--- src/rtl/cim_pkg.sv ---
// Shared encodings for the CIM controller: command opcodes, FSM states and
// default widths.
package cim_pkg;

  localparam int DWIDTH_DEF = 32;
  localparam int AWIDTH_DEF = 12;
  localparam int LWIDTH_DEF = 8;

  typedef enum logic [1:0] {
    OP_WRITE   = 2'b00,
    OP_READ    = 2'b01,
    OP_COMPUTE = 2'b10,
    OP_ILLEGAL = 2'b11
  } cim_op_e;

  typedef enum logic [2:0] {
    ST_IDLE  = 3'd0,
    ST_WR    = 3'd1,
    ST_RD    = 3'd2,
    ST_CMP   = 3'd3,
    ST_DRAIN = 3'd4
  } cim_state_e;

endpackage

--- src/rtl/cim_ctrl_skid.sv ---
// Two-entry read-result FIFO; a push and a pop may occur in the same cycle.
// Output data reads as zero while the FIFO is empty.
module cim_ctrl_skid #(
  parameter int DWIDTH = 32
) (
  input  logic              clk,
  input  logic              rst_n,
  input  logic              i_push,
  input  logic [DWIDTH-1:0] i_push_data,
  input  logic              i_pop,
  output logic              o_valid,
  output logic [DWIDTH-1:0] o_data,
  output logic [1:0]        o_count
);

  logic [DWIDTH-1:0] r_mem [2];
  logic              r_wr_ptr;
  logic              r_rd_ptr;
  logic [1:0]        r_count;
  logic              w_pop;
  logic              w_push;

  assign w_pop  = i_pop && (r_count != 2'd0);
  assign w_push = i_push && ((r_count != 2'd2) || w_pop);

  always_ff @(posedge clk) begin
    if (!rst_n) begin
      r_wr_ptr <= 1'b0;
      r_rd_ptr <= 1'b0;
      r_count  <= 2'd0;
    end else begin
      if (w_push) begin
        r_mem[r_wr_ptr] <= i_push_data;
        r_wr_ptr        <= ~r_wr_ptr;
      end
      if (w_pop) begin
        r_rd_ptr <= ~r_rd_ptr;
      end
      r_count <= r_count + {1'b0, w_push} - {1'b0, w_pop};
    end
  end

  assign o_valid = (r_count != 2'd0);
  assign o_data  = o_valid ? r_mem[r_rd_ptr] : '0;
  assign o_count = r_count;

endmodule

--- src/rtl/cim_ctrl.sv ---
// Compute-in-memory array controller: WRITE/READ/COMPUTE bursts against a
// 1-cycle-latency array. Optional busy-cycle counter under CIM_CTRL_PERF_EN.
module cim_ctrl
  import cim_pkg::*;
#(
  parameter int DWIDTH = DWIDTH_DEF,
  parameter int AWIDTH = AWIDTH_DEF,
  parameter int LWIDTH = LWIDTH_DEF
) (
  input  logic              clk,
  input  logic              rst_n,
  input  logic              cmd_valid,
  output logic              cmd_ready,
  input  logic [1:0]        cmd_op,
  input  logic [AWIDTH-1:0] cmd_addr,
  input  logic [LWIDTH-1:0] cmd_len,
  input  logic [3:0]        cmd_func,
  input  logic              wdata_valid,
  output logic              wdata_ready,
  input  logic [DWIDTH-1:0] wdata,
  output logic              rdata_valid,
  input  logic              rdata_ready,
  output logic [DWIDTH-1:0] rdata,
  output logic              done,
  output logic              err,
  output logic              busy,
  output logic [AWIDTH-1:0] arr_addr,
  output logic [DWIDTH-1:0] arr_din,
  input  logic [DWIDTH-1:0] arr_dout,
  output logic              arr_we,
  output logic              arr_oe,
  output logic              arr_cme,
  output logic [3:0]        arr_func,
  output logic [31:0]       perf_cnt,
  output cim_state_e        dbg_state
);

  // Handshakes: a transfer happens on a rising edge where valid && ready;
  // valid never waits on ready, and payload must be stable while valid is high.

  cim_state_e        r_state;
  cim_op_e           r_op;
  logic [AWIDTH-1:0] r_addr;
  logic [LWIDTH-1:0] r_len;
  logic [LWIDTH-1:0] r_cnt;
  logic [3:0]        r_func;
  logic              r_done;
  logic              r_err;
  logic              r_inflight;

  logic              w_rd_phase;
  logic              w_issue;
  logic              w_we;
  logic              w_pop;
  logic              w_fifo_valid;
  logic [1:0]        w_fifo_cnt;
  logic [DWIDTH-1:0] w_fifo_data;
  logic [2:0]        w_held;
  logic              w_busy;

  assign w_rd_phase = (r_state == ST_RD) || (r_state == ST_CMP);
  assign w_pop      = w_fifo_valid && rdata_ready;
  // Slots committed next cycle: buffered plus in-flight, minus what leaves now.
  assign w_held     = {1'b0, w_fifo_cnt} + {2'b00, r_inflight} - {2'b00, w_pop};
  assign w_issue    = w_rd_phase && (w_held < 3'd2);
  assign w_we       = (r_state == ST_WR) && wdata_valid;
  assign w_busy     = (r_state != ST_IDLE);

  always_ff @(posedge clk) begin
    if (!rst_n) begin
      r_state    <= ST_IDLE;
      r_op       <= OP_WRITE;
      r_addr     <= '0;
      r_len      <= '0;
      r_cnt      <= '0;
      r_func     <= '0;
      r_done     <= 1'b0;
      r_err      <= 1'b0;
      r_inflight <= 1'b0;
    end else begin
      r_done     <= 1'b0;
      r_err      <= 1'b0;
      r_inflight <= w_issue;
      case (r_state)
        ST_IDLE: begin
          if (cmd_valid) begin
            r_op   <= cim_op_e'(cmd_op);
            r_addr <= cmd_addr;
            r_len  <= cmd_len;
            r_func <= cmd_func;
            r_cnt  <= '0;
            case (cim_op_e'(cmd_op))
              OP_WRITE:   r_state <= ST_WR;
              OP_READ:    r_state <= ST_RD;
              OP_COMPUTE: r_state <= ST_CMP;
              default: begin
                r_done <= 1'b1;
                r_err  <= 1'b1;
              end
            endcase
          end
        end
        ST_WR: begin
          if (w_we) begin
            r_addr <= r_addr + 1'b1;
            r_cnt  <= r_cnt + 1'b1;
            if (r_cnt == r_len) begin
              r_done  <= 1'b1;
              r_state <= ST_IDLE;
            end
          end
        end
        ST_RD, ST_CMP: begin
          if (w_issue) begin
            r_addr <= r_addr + 1'b1;
            r_cnt  <= r_cnt + 1'b1;
            if (r_cnt == r_len) begin
              r_state <= ST_DRAIN;
            end
          end
        end
        ST_DRAIN: begin
          if ((w_fifo_cnt == 2'd0) && !r_inflight) begin
            r_done  <= 1'b1;
            r_state <= ST_IDLE;
          end
        end
        default: r_state <= ST_IDLE;
      endcase
    end
  end

  cim_ctrl_skid #(.DWIDTH(DWIDTH)) u_skid (
    .clk         (clk),
    .rst_n       (rst_n),
    .i_push      (r_inflight),
    .i_push_data (arr_dout),
    .i_pop       (w_pop),
    .o_valid     (w_fifo_valid),
    .o_data      (w_fifo_data),
    .o_count     (w_fifo_cnt)
  );

  assign cmd_ready   = (r_state == ST_IDLE);
  assign wdata_ready = (r_state == ST_WR);
  assign rdata_valid = w_fifo_valid;
  assign rdata       = w_fifo_data;
  assign done        = r_done;
  assign err         = r_err;
  assign busy        = w_busy;
  assign arr_we      = w_we;
  assign arr_oe      = w_issue;
  assign arr_cme     = w_issue && (r_op == OP_COMPUTE);
  assign arr_func    = arr_cme ? r_func : 4'h0;
  assign arr_addr    = (w_we || w_issue) ? r_addr : '0;
  assign arr_din     = w_we ? wdata : '0;
  assign dbg_state   = r_state;

`ifdef CIM_CTRL_PERF_EN
  logic [31:0] r_perf;
  always_ff @(posedge clk) begin
    if (!rst_n) begin
      r_perf <= '0;
    end else if (w_busy && (r_perf != 32'hFFFF_FFFF)) begin
      r_perf <= r_perf + 32'd1;
    end
  end
  assign perf_cnt = r_perf;
`else
  assign perf_cnt = 32'd0;
`endif

endmodule
--- config.mk ---
export PLATFORM = sky130hd
export DESIGN_NAME = cim_ctrl
export DESIGN_NICKNAME = d
export VERILOG_FILES = /design/src/rtl/cim_pkg.sv /design/src/rtl/cim_ctrl_skid.sv /design/src/rtl/cim_ctrl.sv
export SDC_FILE = /design/constraint.sdc
export NUM_CORES = 1
export LEC_CHECK = 0
export ABC_CLOCK_PERIOD_IN_PS = 3400
export BUFFER_PORTS_ARGS = -buffer_cell sky130_fd_sc_hd__buf_2
export CAP_MARGIN = 0
export CORE_MARGIN = 10
export CORE_UTILIZATION = 45
export CTS_BUF_LIST = sky130_fd_sc_hd__clkbuf_4 sky130_fd_sc_hd__clkbuf_8
export DETAILED_ROUTE_END_ITERATION = 16
export PLACE_DENSITY = 0.81
export SLEW_MARGIN = 20
export SYNTH_ARGS = -nofsm -noshare
export SYNTH_HDL_FRONTEND = slang
export SYNTH_HIERARCHICAL = 1
export SYNTH_SLANG_ARGS = --single-unit
--- constraint.sdc ---
create_clock -name clk -period 3.4 [get_ports clk]
set_input_delay 0.34 -clock clk [delete_from_list [all_inputs] [get_ports clk]]
set_output_delay 0.34 -clock clk [all_outputs]
set_load 0.01 [all_outputs]
# After elaboration in Yosys (flattened, before gate mapping)
# Memory sizes are Yosys's and may differ from the RTL's. A register that Yosys moved wholly into a read port is not among the register bits.
# Index checks and enable logic that the tools add are counted.
# totals
regBits	44
elab_cells	92
ram_bits	64
memories	1
output_inout_bits	124
# memory_table
name	depth	width	rd	rd_clocked_by_memory_dff	wr	line	rtl
u_skid.r_mem	2	32	1	1	1	cim_ctrl_skid.sv:16	logic [DWIDTH-1:0] r_mem [2];
# op_classes
eq_ne	16
add_sub_neg	6
n_lt_le_gt_ge	1
n_reduce_logical	23
bitwise_logic	2
mux	31
# op_table
cell	count
$mux W32	2
$mux W12	4
$pmux W12 S3	1
$mux W8	3
$pmux W8 S3	1
$mux W3	6
$add A12 B1 Y12 const B	1
$pmux W3 S4	1
$mux W1	10
$ne A2 B2 Y1 const B	5
$pmux W3 S3	1
$add A8 B1 Y8 const B	1
$eq A8 B8 Y1	1
$logic_and A1 B1 Y1	7
$reduce_and A7 Y1	1
$eq A3 B2 Y1 const B	2
$reduce_bool A3 Y1	2
$eq A2 B2 Y1 const B	2
$logic_not A2 Y1	2
$mux W4	1
$ne A2 B1 Y1 const B	2
$ne A4 B1 Y1 const B	1
$reduce_and A2 Y1	2
$reduce_and A4 Y1	1
16 further kinds	19

# Logic depth before layout (Yosys ltp)
# Gate-level depths: netlist (run 1).
# logic_depth
word_depth	8
depth_mapped	13
mapped_depth_nobuf	11

# Cells and area by module
# Netlist (run 1), hierarchy kept.
# by_module_without_submodules
mod	cells_per_inst	seq_area_each_um2	n_inst	area_each_um2
cim_ctrl	354	800.8	1	2786.4
cim_ctrl_skid	163	2021.9	1	2652.5

# Worst setup path after synthesis (run 1)
# No wires, ideal clock.
# synth_timing
path_kind	flip-flop to flip-flop
from	register u_skid.r_count[0] (netlist: u_skid/o_count[0])
to	memory u_skid.r_mem[1][0] (enable)
t_arrival_ns	3.335
setup_slack_ns	-0.396
stages_incl_launch_ff	7
setup_time_ns	0.461
path_cell_list	dfxtp_1 nor2_1 buf_2 inv_1 and2_1 o31ai_4 nor3_1
# synth_between
elab_chain_cells	8
word_cells_on_any_way	9
classes_between	1 x eq/ne; 3 x mux; 5 x reduce/logical
# synth_lines
item	line	rtl
from (decl)	cim_ctrl_skid.sv:19	logic [1:0] r_count;
from (signal assigned)	cim_ctrl_skid.sv:39	r_count <= r_count + {1'b0, w_push} - {1'b0, w_pop};
$reduce_bool A2 Y1	cim_ctrl_skid.sv:43	assign o_valid = (r_count != 2'd0);
net rdata_valid	cim_ctrl.sv:21	output logic rdata_valid,
$logic_and A1 B1 Y1	cim_ctrl.sv:62	assign w_pop = w_fifo_valid && rdata_ready;
net w_pop	cim_ctrl.sv:54	logic w_pop;
$logic_and A1 B1 Y1	cim_ctrl_skid.sv:23	assign w_pop = i_pop && (r_count != 2'd0);
$logic_or A1 B1 Y1	cim_ctrl_skid.sv:24	assign w_push = i_push && ((r_count != 2'd2) || w_pop);
$logic_and A1 B1 Y1	cim_ctrl_skid.sv:24	
$mux W1	cim_ctrl_skid.sv:32	if (w_push) begin
$mux W1	cim_ctrl_skid.sv:27	if (!rst_n) begin
$mux W1 (implied by the code)	cim_ctrl_skid.sv:33	r_mem[r_wr_ptr] <= i_push_data;
to (decl)	cim_ctrl_skid.sv:16	
# The timed path passes the listed nets, and every way through them passes these cells.

# Worst setup path after layout (run 1)
# layout_timing
from	register u_skid.r_count[0] (netlist: u_skid/o_count[0])
to	output port arr_func[0]
# layout_between
elab_chain_cells	7
word_cells_on_any_way	8
classes_between	2 x add/sub; 1 x order compare; 1 x mux; 4 x reduce/logical
# layout_lines
item	line	rtl
$reduce_bool A2 Y1	cim_ctrl_skid.sv:43	
$logic_and A1 B1 Y1	cim_ctrl.sv:62	
net w_pop	cim_ctrl.sv:54	
$sub A3 B1 Y3	cim_ctrl.sv:64	assign w_held = {1'b0, w_fifo_cnt} + {2'b00, r_inflight} - {2'b00, w_pop};
$lt A3 B2 Y1	cim_ctrl.sv:65	assign w_issue = w_rd_phase && (w_held < 3'd2);
$logic_and A1 B1 Y1	cim_ctrl.sv:65	
$logic_and A1 B1 Y1	cim_ctrl.sv:153	assign arr_cme = w_issue && (r_op == OP_COMPUTE);
$mux W4	cim_ctrl.sv:154	assign arr_func = arr_cme ? r_func : 4'h0;
to (decl)	cim_ctrl.sv:33	output logic [3:0] arr_func,
# The timed path passes the listed nets, and every way through them passes these cells.

==> flow_summary.ini, run 1 <==
[run_status]
outcome = finished, final reports clean

[pwr]
peakVddDrop_mv = 0.171
power_density_nw_per_um2 = 379
total_leakage_power_uw = 0.00294

[clock_network]
cts_htree_levels = 3
clkSinkCount = 109
cts_made_buffers = 9
cts_tree = yes
clk_pin_slew_ps = 110
clockRootBuffer = clkbuf_8
cts_hold_buf = 0
clock_path_buffers = 2
insertion_delay_ps = 370

[setup_path]
timing.rr.start = u_skid/o_count[0]$_SDFF_PN0_
crit_family = simple AND/OR/NAND/NOR gates
reg2reg_depth = 10
arrival_ps = 2920
cp.required_ps = 3060
reg2reg_slack_ps = 440
cp_max_fo = 5
cp-end-kind = output pin
startpoint_type = register
r2r-end = r_addr[1]$_SDFFE_PN0P_
path_class = register to output pin
critPathMaxStageDelay_ps = 470
cp_slowest_cell = fa_1
cp_cell_sequence = nor2_4, inv_1, and2_4, ha_1, nand2b_4, fa_1, and3b_2, and2_4, and3b_2, and2_1, buf_2
critPathBufInv = 2

[route]
routedWlPerCell_um = 16.9
drt-total-wl_um = 14300
first_pass_iters = 5
drtIter0Drc = 303
ant_nets = 0
vias = 4282
drc = 0
viasPerCell = 5.06

[yosys]
netlist.area_leader.share_pct = 35.3
synth.avg_cell_area_um2 = 10.5
synth_fa_ha_area_share_pct = 2.67
synth_top_cell_by_area = edfxtp_1
synthXorXnorAreaFrac_pct = 3.06
ys_ff_latch = 109
synthMuxAreaShare_pct = 6.07
synth_compound_area_share_pct = 9.45
yosys.area_share.simple_pct = 19.0
synth_top_family_by_area = simple AND/OR/NAND/NOR gates
synth_edf_count = 64
syn_area_um2 = 5440
synthArstFlopShare_pct = 0
ys_seq_area_share_pct = 51.9
synth_warnings = 6
synthCells = 517
synth_cell_type_count = 61
netlist_top_cells_area = edfxtp_1 (35%), dfxtp_1 (17%), and2_1 (6.1%)
synth-main-ff-cell = edfxtp_1

[global_routing]
grt_pass1_vias = 4246
grt_max_degree = 34
antenna_found_initial = 0
gr-usage-met3_pct = 3.41
grt_usage_pct = 15.7
grt_overflow = 0
globalRoute.busiestLayer = met2
grt_first_pass_wirelength_um = 21400
use_met2_pct = 26.5
grtUsageMet1_pct = 19.8

[die]
die-area_um2 = 16900
dieHeight_um = 130
start_util_pct = 45.7
num_rows = 40
io_pins = 219
core-area_um2 = 11900
die_w_um = 130

[hold_path]
worst_hold_path.num_cells = 1
min_from = arr_dout[30]
min_to = u_skid/r_mem[0][30]$_DFFE_PP_
hold_class = input port to register

[sta]
timing.final.ws_setup_ps = 141
worst_pin_slew_ps = 986
timing.fmax_ghz = 0.307
final_hold_viol_count = 0
fin_crit_sh_pct = 95.9
rsz0062_at_grt = false
finClkSkew_ps = 13.1
maxSlewHeadroom_pct = 34.3
slew_viol_final = 0
finalSetupViolations = 0
period_needed_ps = 3260
setup_tns_ps = 0

[placed_design]
dp_hpwl_um = 10800
dpl_worst_slack_ps = 322
gp_congestion = 0.874
portBuffers = 186

[final_layout]
layout.nets = 802
final_common_cell = buf_2
drive_above_1_share_pct = 33.3
antennaDiodeCount = 0
multi_input_area_um2 = 2380
area_delta_synth_final_pct = 21.5
fin_util_pct = 55.5
n_fill_cell = 1046
final-seq-area_um2 = 2830
layout_common_cells = buf_2 (186), edfxtp_1 (64), nand2_1 (56), and2_1 (51), nor2_1 (49)

[job]
drv_cap = 0
-- worst max path at each step --
stage	depth (start not counted)	endpoint	start	slack, ps
6_report	11	arr_func[0]	u_skid/o_count[0]$_SDFF_PN0_	140
5_1_grt	11	arr_func[3]	u_skid/o_count[0]$_SDFF_PN0_	5
4_1_cts	11	arr_func[0]	u_skid/o_count[0]$_SDFF_PN0_	7
3_5_place_dp	11	arr_func[0]	u_skid/o_count[1]$_SDFF_PN0_	320
3_3_place_gp	11	arr_func[3]	u_skid/o_count[0]$_SDFF_PN0_	460
2_1_floorplan	11	arr_func[0]	u_skid/o_count[0]$_SDFF_PN0_	140
-- metrics by stage --
stage	hold WS (ps)	area [µm²]	total power [µW]	std cells
2_1_floorplan	431	5560	1710	548
3_3_place_gp	442	6370	1800	828
3_5_place_dp	446	6370	1810	828
4_1_cts	136	6560	2520	843
5_1_grt	132	6610	2620	847
6_report	154	6610	2500	847
-- kinds of logic after synthesis --
kind of cell	count (synthesis)
compound gates	69
xor+xnor	19
other cells	1
mux	33
fa+ha+maj	11
simple gates	205
flops	109
buf+inv	70
-- layout make-up --
| type | instances | area share, % |
|---|---|---|
| multi-input combinational | 369 | 35.9 |
| clock inverter | 6 | 0.719 |
| inverter | 11 | 0.625 |
| timing repair buffer | 196 | 15.2 |
| tap | 147 | 2.78 |
| sequential | 109 | 42.8 |
| clock buffer | 9 | 1.87 |
-- sequential cells by signal, summed over array words and instances (netlist names), named ones only --
| signal | cells |
|---|---|
| u_skid/r_rd_ptr | 1 |
| done | 1 |
| r_inflight | 1 |
| r_func | 4 |
| u_skid/r_mem | 64 |
| r_op | 2 |
| dbg_state | 3 |
| u_skid/o_count | 2 |
| r_addr | 12 |
| u_skid/r_wr_ptr | 1 |
| r_len | 8 |
| err | 1 |
| r_cnt | 8 |
-- layer usage --
layer / share of wire [%] / wire length [µm]
met1: 43 / 6180
met3: 6.5 / 922
met2: 49 / 7040
met5: 0 / 0
met4: 0.93 / 133
-- timing repair --
action / in CTS / in global routing
resized for setup: 4 / 8
hold endpoints to repair: 0 / 0
pin swaps: 0 / 1
buffers inserted: 0 / 4
endpoints found under the setup margin: 4 / 8
-- synthesized netlist by cell type, drive strengths merged (2+ instances only) --
master  number
xnor2       15
o31ai        2
a21boi      15
o221a        2
inv         11
nand2       56
o211ai       2
dfxtp       45
xor2         4
and3         4
o211a        3
ha          10
mux2i       33
or4b         2
edfxtp      64
nor2b        2
nand3       10
a211oi       2
a31oi        2
a22oi        3
a211o        2
a21o         2
clkbuf      12
nor3b        2
nor2        53
nand4        5
buf         47
o21ai       12
o311ai       2
a21oi       12
or3          2
nor4b        2
and3b        2
nor3         9
and2        53
-- worst reg2reg max path, stage by stage (launching register included) --
cell,delay [ps]
dfxtp_4,380
nor2_4,100
inv_1,50
and2_4,170
ha_1,290
nand2b_4,140
fa_1,470
and3b_2,260
a21oi_2,400
nand2_1,310
o211a_1,280
-- power by group --
part | switching (µW) | total (µW) | internal [µW]
Combinational | 185 | 321 | 136
Clock | 443 | 712 | 270
Sequential | 42.1 | 1470 | 1430
Power figures use the tool's default switching activity.
==> run 2, diff against run 1 <==
--- a/config.mk
+++ b/config.mk
@@ -8,6 +8,7 @@
 export ABC_CLOCK_PERIOD_IN_PS = 3400
 export BUFFER_PORTS_ARGS = -buffer_cell sky130_fd_sc_hd__buf_2
 export CAP_MARGIN = 0
+export CORE_ASPECT_RATIO = 1.25
 export CORE_MARGIN = 10
 export CORE_UTILIZATION = 45
 export CTS_BUF_LIST = sky130_fd_sc_hd__clkbuf_4 sky130_fd_sc_hd__clkbuf_8
==> run 2 against run 1 <==
Compared with the run above:
- non-clock buffer count is 1 higher
- final cell count is 1.9% higher
- fmax is 0.80% lower
- critical endpoint is now arr_addr[11]
- largest cell class unchanged
- highest routed layer unchanged
==> flow_summary.ini, run 2 (synthesis results as in run 1) <==
[global_routing]
grt_max_degree = 40
antenna_found_initial = 0
grt_pass1_vias = 4323
grt_overflow = 0
grt_usage_pct = 15.7
grt_first_pass_wirelength_um = 21900

[setup_path]
cp_max_fo = 18
cp-end-kind = output pin
cp_slowest_cell = fa_1
crit_family = simple AND/OR/NAND/NOR gates
critPathBufInv = 3
cp_cell_sequence = nor2_2, inv_1, and2_4, ha_1, nand2b_4, fa_1, and3b_2, buf_4, a21o_4, and2_1, buf_2
r2r-end = r_addr[0]$_SDFFE_PN0P_
reg2reg_depth = 13
path_class = register to output pin
reg2reg_slack_ps = 220
cp.depth = 11
critPathMaxStageDelay_ps = 470
startpoint_type = register
cp.required_ps = 3060
timing.rr.start = u_skid/o_count[0]$_SDFF_PN0_
arrival_ps = 2950

[die]
io_pins = 219
dieHeight_um = 143
die_w_um = 118
die-area_um2 = 16900
start_util_pct = 46.4
core-area_um2 = 11700
num_rows = 44

[sta]
finalSetupViolations = 0
rsz0062_at_grt = false
period_needed_ps = 3290
finClkSkew_ps = 8.96
maxSlewHeadroom_pct = 34.2
worst_pin_slew_ps = 987
slew_viol_final = 0
timing.fmax_ghz = 0.304
fin_crit_sh_pct = 96.6
setup_tns_ps = 0
final_hold_viol_count = 0

[route]
vias = 4234
viasPerCell = 4.91
routedWlPerCell_um = 16.5
first_pass_iters = 5
drtIter0Drc = 363
ant_nets = 0
drc = 0
drt-total-wl_um = 14300

[run_status]
outcome = finished, final reports clean

[pwr]
power.total_uw = 2660
power_density_nw_per_um2 = 398
peakVddDrop_mv = 0.190
total_leakage_power_uw = 0.00297

[clock_network]
clockRootBuffer = clkbuf_8
cts_tree = yes
cts_hold_buf = 0
cts_made_buffers = 9
insertion_delay_ps = 370
cts_htree_levels = 3
clkSinkCount = 109
clock_path_buffers = 2
clk_pin_slew_ps = 110

[job]
drv_cap = 0

[final_layout]
antennaDiodeCount = 0
final_common_cell = buf_2
design_area_um2 = 6680
layout.nets = 803
layout_common_cells = buf_2 (186), edfxtp_1 (64), nand2_1 (56), and2_1 (52), nor2_1 (49)
largest_reg_flops = 64
regMostFlops = u_skid/r_mem
drive_above_1_share_pct = 33.3
reg.largest.list = u_skid/r_mem x64, r_addr x12
area_delta_synth_final_pct = 22.9

[placed_design]
portBuffers = 186
dp_hpwl_um = 11100
gp_congestion = 0.894
dpl-instance-area_um2 = 6400

[hold_path]
min_to = u_skid/r_mem[0][27]$_DFFE_PP_
min_from = arr_dout[27]
hold_class = input port to register
worst_hold_path.num_cells = 1
run 2: changes by cell type in the layout (fill, tap and decap cells not counted):
cell / before / now
bufinv_16: 0 / 2
and2_1: 51 / 52
inv_6: 2 / 4
buf_4: 10 / 11
nor2_2: 2 / 3
and2_4: 2 / 1
clkinv_1: 1 / 0
dfxtp_4: 2 / 1
clkinv_4: 3 / 0
inv_8: 0 / 1
dfxtp_1: 42 / 43
nor2_4: 2 / 1
run 2: what timing repair did:
action | 4_1_cts | 5_1_grt
setup buffers | 2 | 2
pin swaps | 1 | 1
setup endpoints to repair | 5 | 15
resized for setup | 5 | 2
run 2: layer usage:
layer	track usage, %	up-vias	part of all wire (%)	wire length (µm)
li1	-	2080	-	-
met1	18.3	1985	40	5740
met2	27.6	154	52	7400
met3	4.14	15	6.6	937
met4	5.02	0	1.2	174
met5	0	-	0	0
run 2: cell type report:
| cell class | instances | area [µm²] |
|---|---|---|
| Clock buffer | 9 | 124 |
| Tap cell | 161 | 201 |
| Sequential cell | 109 | 2830 |
| Clock inverter | 7 | 106 |
| Inverter | 11 | 41.3 |
| Multi-Input combinational cell | 369 | 2370 |
| Timing Repair Buffer | 197 | 1010 |
| Fill cell | 993 | 5040 |
run 2: worst max-delay path by stage:
stage,start,endpoint
after floorplan,u_skid/o_count[0]$_SDFF_PN0_,arr_func[0]
after global placement,u_skid/o_count[0]$_SDFF_PN0_,arr_func[1]
after detailed placement,u_skid/o_count[0]$_SDFF_PN0_,arr_func[1]
after CTS,u_skid/o_count[0]$_SDFF_PN0_,arr_func[1]
after global routing,u_skid/o_count[0]$_SDFF_PN0_,arr_func[0]
final,u_skid/o_count[0]$_SDFF_PN0_,arr_addr[11]
run 2: report_power, final:
group          leakage [µW]  switching [µW]  internal (µW)  total, µW
Combinational       0.00191             182            136        318
Sequential         0.000944            41.6           1430       1470
Clock              0.000117             442            430        873
Total               0.00297             666           1990       2660
run 2: stage by stage:
| step | setup slack, ps | hold slack [ps] | utilization [%] | std cells |
|---|---|---|---|---|
| after detailed placement | 276 | 452 | 54.6 | 843 |
| after global placement | 468 | 443 | 54.6 | 843 |
| after CTS | 5.90 | 123 | 56.7 | 861 |
| after global routing | 19.6 | 130 | 57.0 | 863 |
| after floorplan | 136 | 431 | - | 548 |
| final | 114 | 142 | 57.0 | 863 |
==> run 3, diff against run 2 <==
--- a/config.mk
+++ b/config.mk
@@ -5,15 +5,16 @@
 export SDC_FILE = /design/constraint.sdc
 export NUM_CORES = 1
 export LEC_CHECK = 0
+export ABC_AREA = 1
 export ABC_CLOCK_PERIOD_IN_PS = 3400
 export BUFFER_PORTS_ARGS = -buffer_cell sky130_fd_sc_hd__buf_2
 export CAP_MARGIN = 0
 export CORE_ASPECT_RATIO = 1.25
 export CORE_MARGIN = 10
-export CORE_UTILIZATION = 45
+export CORE_UTILIZATION = 46
 export CTS_BUF_LIST = sky130_fd_sc_hd__clkbuf_4 sky130_fd_sc_hd__clkbuf_8
 export DETAILED_ROUTE_END_ITERATION = 16
-export PLACE_DENSITY = 0.81
+export PLACE_DENSITY = 0.82
 export SLEW_MARGIN = 20
 export SYNTH_ARGS = -nofsm -noshare
 export SYNTH_HDL_FRONTEND = slang
==> run 3 against run 2 <==
Compared with the run above:
- sequential cell count is the same
- first-iteration DRC count shrank 20%
- fmax up 0.55%
- worst hold slack got worse by 4.3 ps
- sequential power grew 14%
- count of clock-buffer cells in the layout is the same
- non-clock buffer count grew 5
- critical path depth is 1 higher
- routed wire length rose by 0.38%
- largest cell class unchanged
==> flow_summary.ini, run 3 <==
[final_layout]
antennaDiodeCount = 0
largest_reg_flops = 64
design_area_um2 = 6780
layout_common_cells = buf_2 (186), nand2_1 (145), inv_1 (90), nor2_1 (80), edfxtp_1 (64)
area_delta_synth_final_pct = 21.4
layout.nets = 965
reg.largest.list = u_skid/r_mem x64, r_addr x12
final_common_cell = buf_2
drive_above_1_share_pct = 30.2
regMostFlops = u_skid/r_mem

[hold_path]
min_from = arr_dout[3]
hold_class = input port to register

[sta]
final_hold_viol_count = 0
worst_pin_slew_ps = 584
timing.fmax_ghz = 0.306
slew_viol_final = 0
setup_tns_ps = 0
finClkSkew_ps = 16.0
period_needed_ps = 3270
finalSetupViolations = 0
fin_crit_sh_pct = 96.1
maxSlewHeadroom_pct = 60.9
rsz0062_at_grt = false

[pwr]
total_leakage_power_uw = 0.00333
peakVddDrop_mv = 0.354
power_density_nw_per_um2 = 574

[route]
ant_nets = 0
drtIter0Drc = 291
drc = 0
routedWlPerCell_um = 14.0
viasPerCell = 4.68
drt-total-wl_um = 14300
first_pass_iters = 5
vias = 4799

[clock_network]
cts_hold_buf = 0
cts_htree_levels = 3
clockRootBuffer = clkbuf_8
clkSinkCount = 109
insertion_delay_ps = 380
clock_path_buffers = 2
cts_tree = yes
clk_pin_slew_ps = 120
cts_made_buffers = 9

[run_status]
outcome = finished, final reports clean

[yosys]
synthArstFlopShare_pct = 0
synthCells = 673
post-synth-top-count-cell = nand2_1
synth_commonest_cells = nand2_1 (148), inv_1 (94), nor2_1 (85)
synth_edf_count = 64
synth_warnings = 6
ys_ff_latch = 109
synth_cell_type_count = 33
synth.avg_cell_area_um2 = 8.29
netlist.area_leader.share_pct = 34.4
netlist_top_cells_area = edfxtp_1 (34%), dfxtp_1 (16%), nand2_1 (10%)
synth-main-ff-cell = edfxtp_1
syn_area_um2 = 5580
ys_seq_area_share_pct = 50.6
synth_top_cell_by_area = edfxtp_1

[setup_path]
critPathBufInv = 4
crit_family = simple AND/OR/NAND/NOR gates
cp_cell_sequence = inv_2, nand2_2, nand2_2, inv_2, ha_4, or2_4, fa_1, nand4_1, nand2_2, clkinvlp_4, nor2_1, buf_2
cp-end-kind = output pin
critPathMostFrequentCell = nand2_2
worstSetupStartpoint = u_skid/o_count[1]$_SDFF_PN0_
critPathMaxStageDelay_ps = 520
cp.required_ps = 3060
arrival_ps = 2930
startpoint_type = register
timing.rr.start = u_skid/o_count[1]$_SDFF_PN0_
path_class = register to output pin
cp_slowest_cell = fa_1
cp_max_fo = 6

[die]
core-area_um2 = 11700
start_util_pct = 47.6
num_rows = 44
dieHeight_um = 143
die_w_um = 119
die-area_um2 = 17000
io_pins = 219

[placed_design]
dpl-instance-area_um2 = 6470
dp_hpwl_um = 10700
portBuffers = 186
gp_congestion = 0.866

[global_routing]
antenna_found_initial = 0
grt_overflow = 0
grt_usage_pct = 15.9
grt_first_pass_wirelength_um = 22500
grt_pass1_vias = 4729
grt_max_degree = 34

[job]
drv_cap = 0
[run 3: cell count changes after synthesis, moves of 8 or more]
cell      delta
a21boi_0     -8
nand2_1     +92
nor2_1      +34
and2_1      -53
a21oi_1     +40
a21oi_2     +11
inv_1       +84
nand3_1     +16
mux2i_1     -33
o21ai_0     +23
[run 3: layer usage]
metal  share of wire [%]  global-route usage, %  up-vias  wire, µm
met2                  51                   28.9      165      7270
met3                 7.8                   4.62       19      1110
met5                   0                      0        -         0
met1                  40                   17.4     2175      5710
li1                    -                      -     2440         -
met4                 1.5                   5.09        0       212
[run 3: worst paths after layout]
path,endpoint,slack [ps],depth (start not counted)
hold reg to reg,r_func[1]$_SDFFE_PN0P_,470,2
setup reg to reg,r_addr[2]$_SDFFE_PN0P_,850,14
setup / recovery,arr_addr[6],130,12
hold / removal,u_skid/r_mem[1][3]$_DFFE_PP_,140,1
[run 3: logic make-up after synthesis]
kind of cell / after synthesis / share of synthesized area (%)
other: 1 / 0.0672
adders and majority gates: 11 / 2.60
xor gates and xnor gates: 11 / 1.73
AOI/OAI and AO/OA: 97 / 9.62
DFF: 109 / 50.6
and+or+nand+nor: 288 / 21.3
buffers and inverters: 156 / 14.1
[run 3: worst reg2reg max path, cell delays in order (launching register included)]
cell and delay [ps]:
dfxtp_2 340, inv_2 70, nand2_2 70, nand2_2 70
inv_2 50, ha_4 220, or2_4 240, fa_1 520
nand3_1 110, a21oi_1 160, nand2_2 80, inv_2 260
o21ai_0 150, nand2_1 80, a21oi_1 50
[run 3: area by class of cell]
type,count,area (µm²)
clock buffers,9,124
clock inverters,7,68.8
fillers,1049,4950
inverters,97,373
multi-input cells,439,2120
flip-flops and latches,109,2830
well taps,161,201
repair buffers,202,1050
repair inverters,1,7.51
[run 3: report_power, final]
| group | internal [µW] | total [µW] | switching (µW) |
|---|---|---|---|
| logic | 507 | 1440 | 935 |
| registers | 1570 | 1680 | 105 |
| clock network | 291 | 766 | 475 |
[run 3: metrics by stage]
| stage | cells | util [%] | power [µW] | hold slack, ps | setup slack [ps] |
|---|---|---|---|---|---|
| after floorplan | 704 | - | 2670 | 433 | 402 |
| after global placement | 1000 | 55.2 | 3030 | 449 | 495 |
| after detailed placement | 1000 | 55.2 | 3060 | 450 | 397 |
| after CTS | 1023 | 57.4 | 3880 | 120 | 17.2 |
| after global routing | 1025 | 57.8 | 4150 | 120 | 9.51 |
| final | 1025 | 57.8 | 3890 | 138 | 132 |
[run 3: timing repair]
item	in CTS	in global routing
pin swaps	4	5
resized for setup	9	8
setup buffers	6	2
setup endpoints to repair	12	17
cloned	1	0
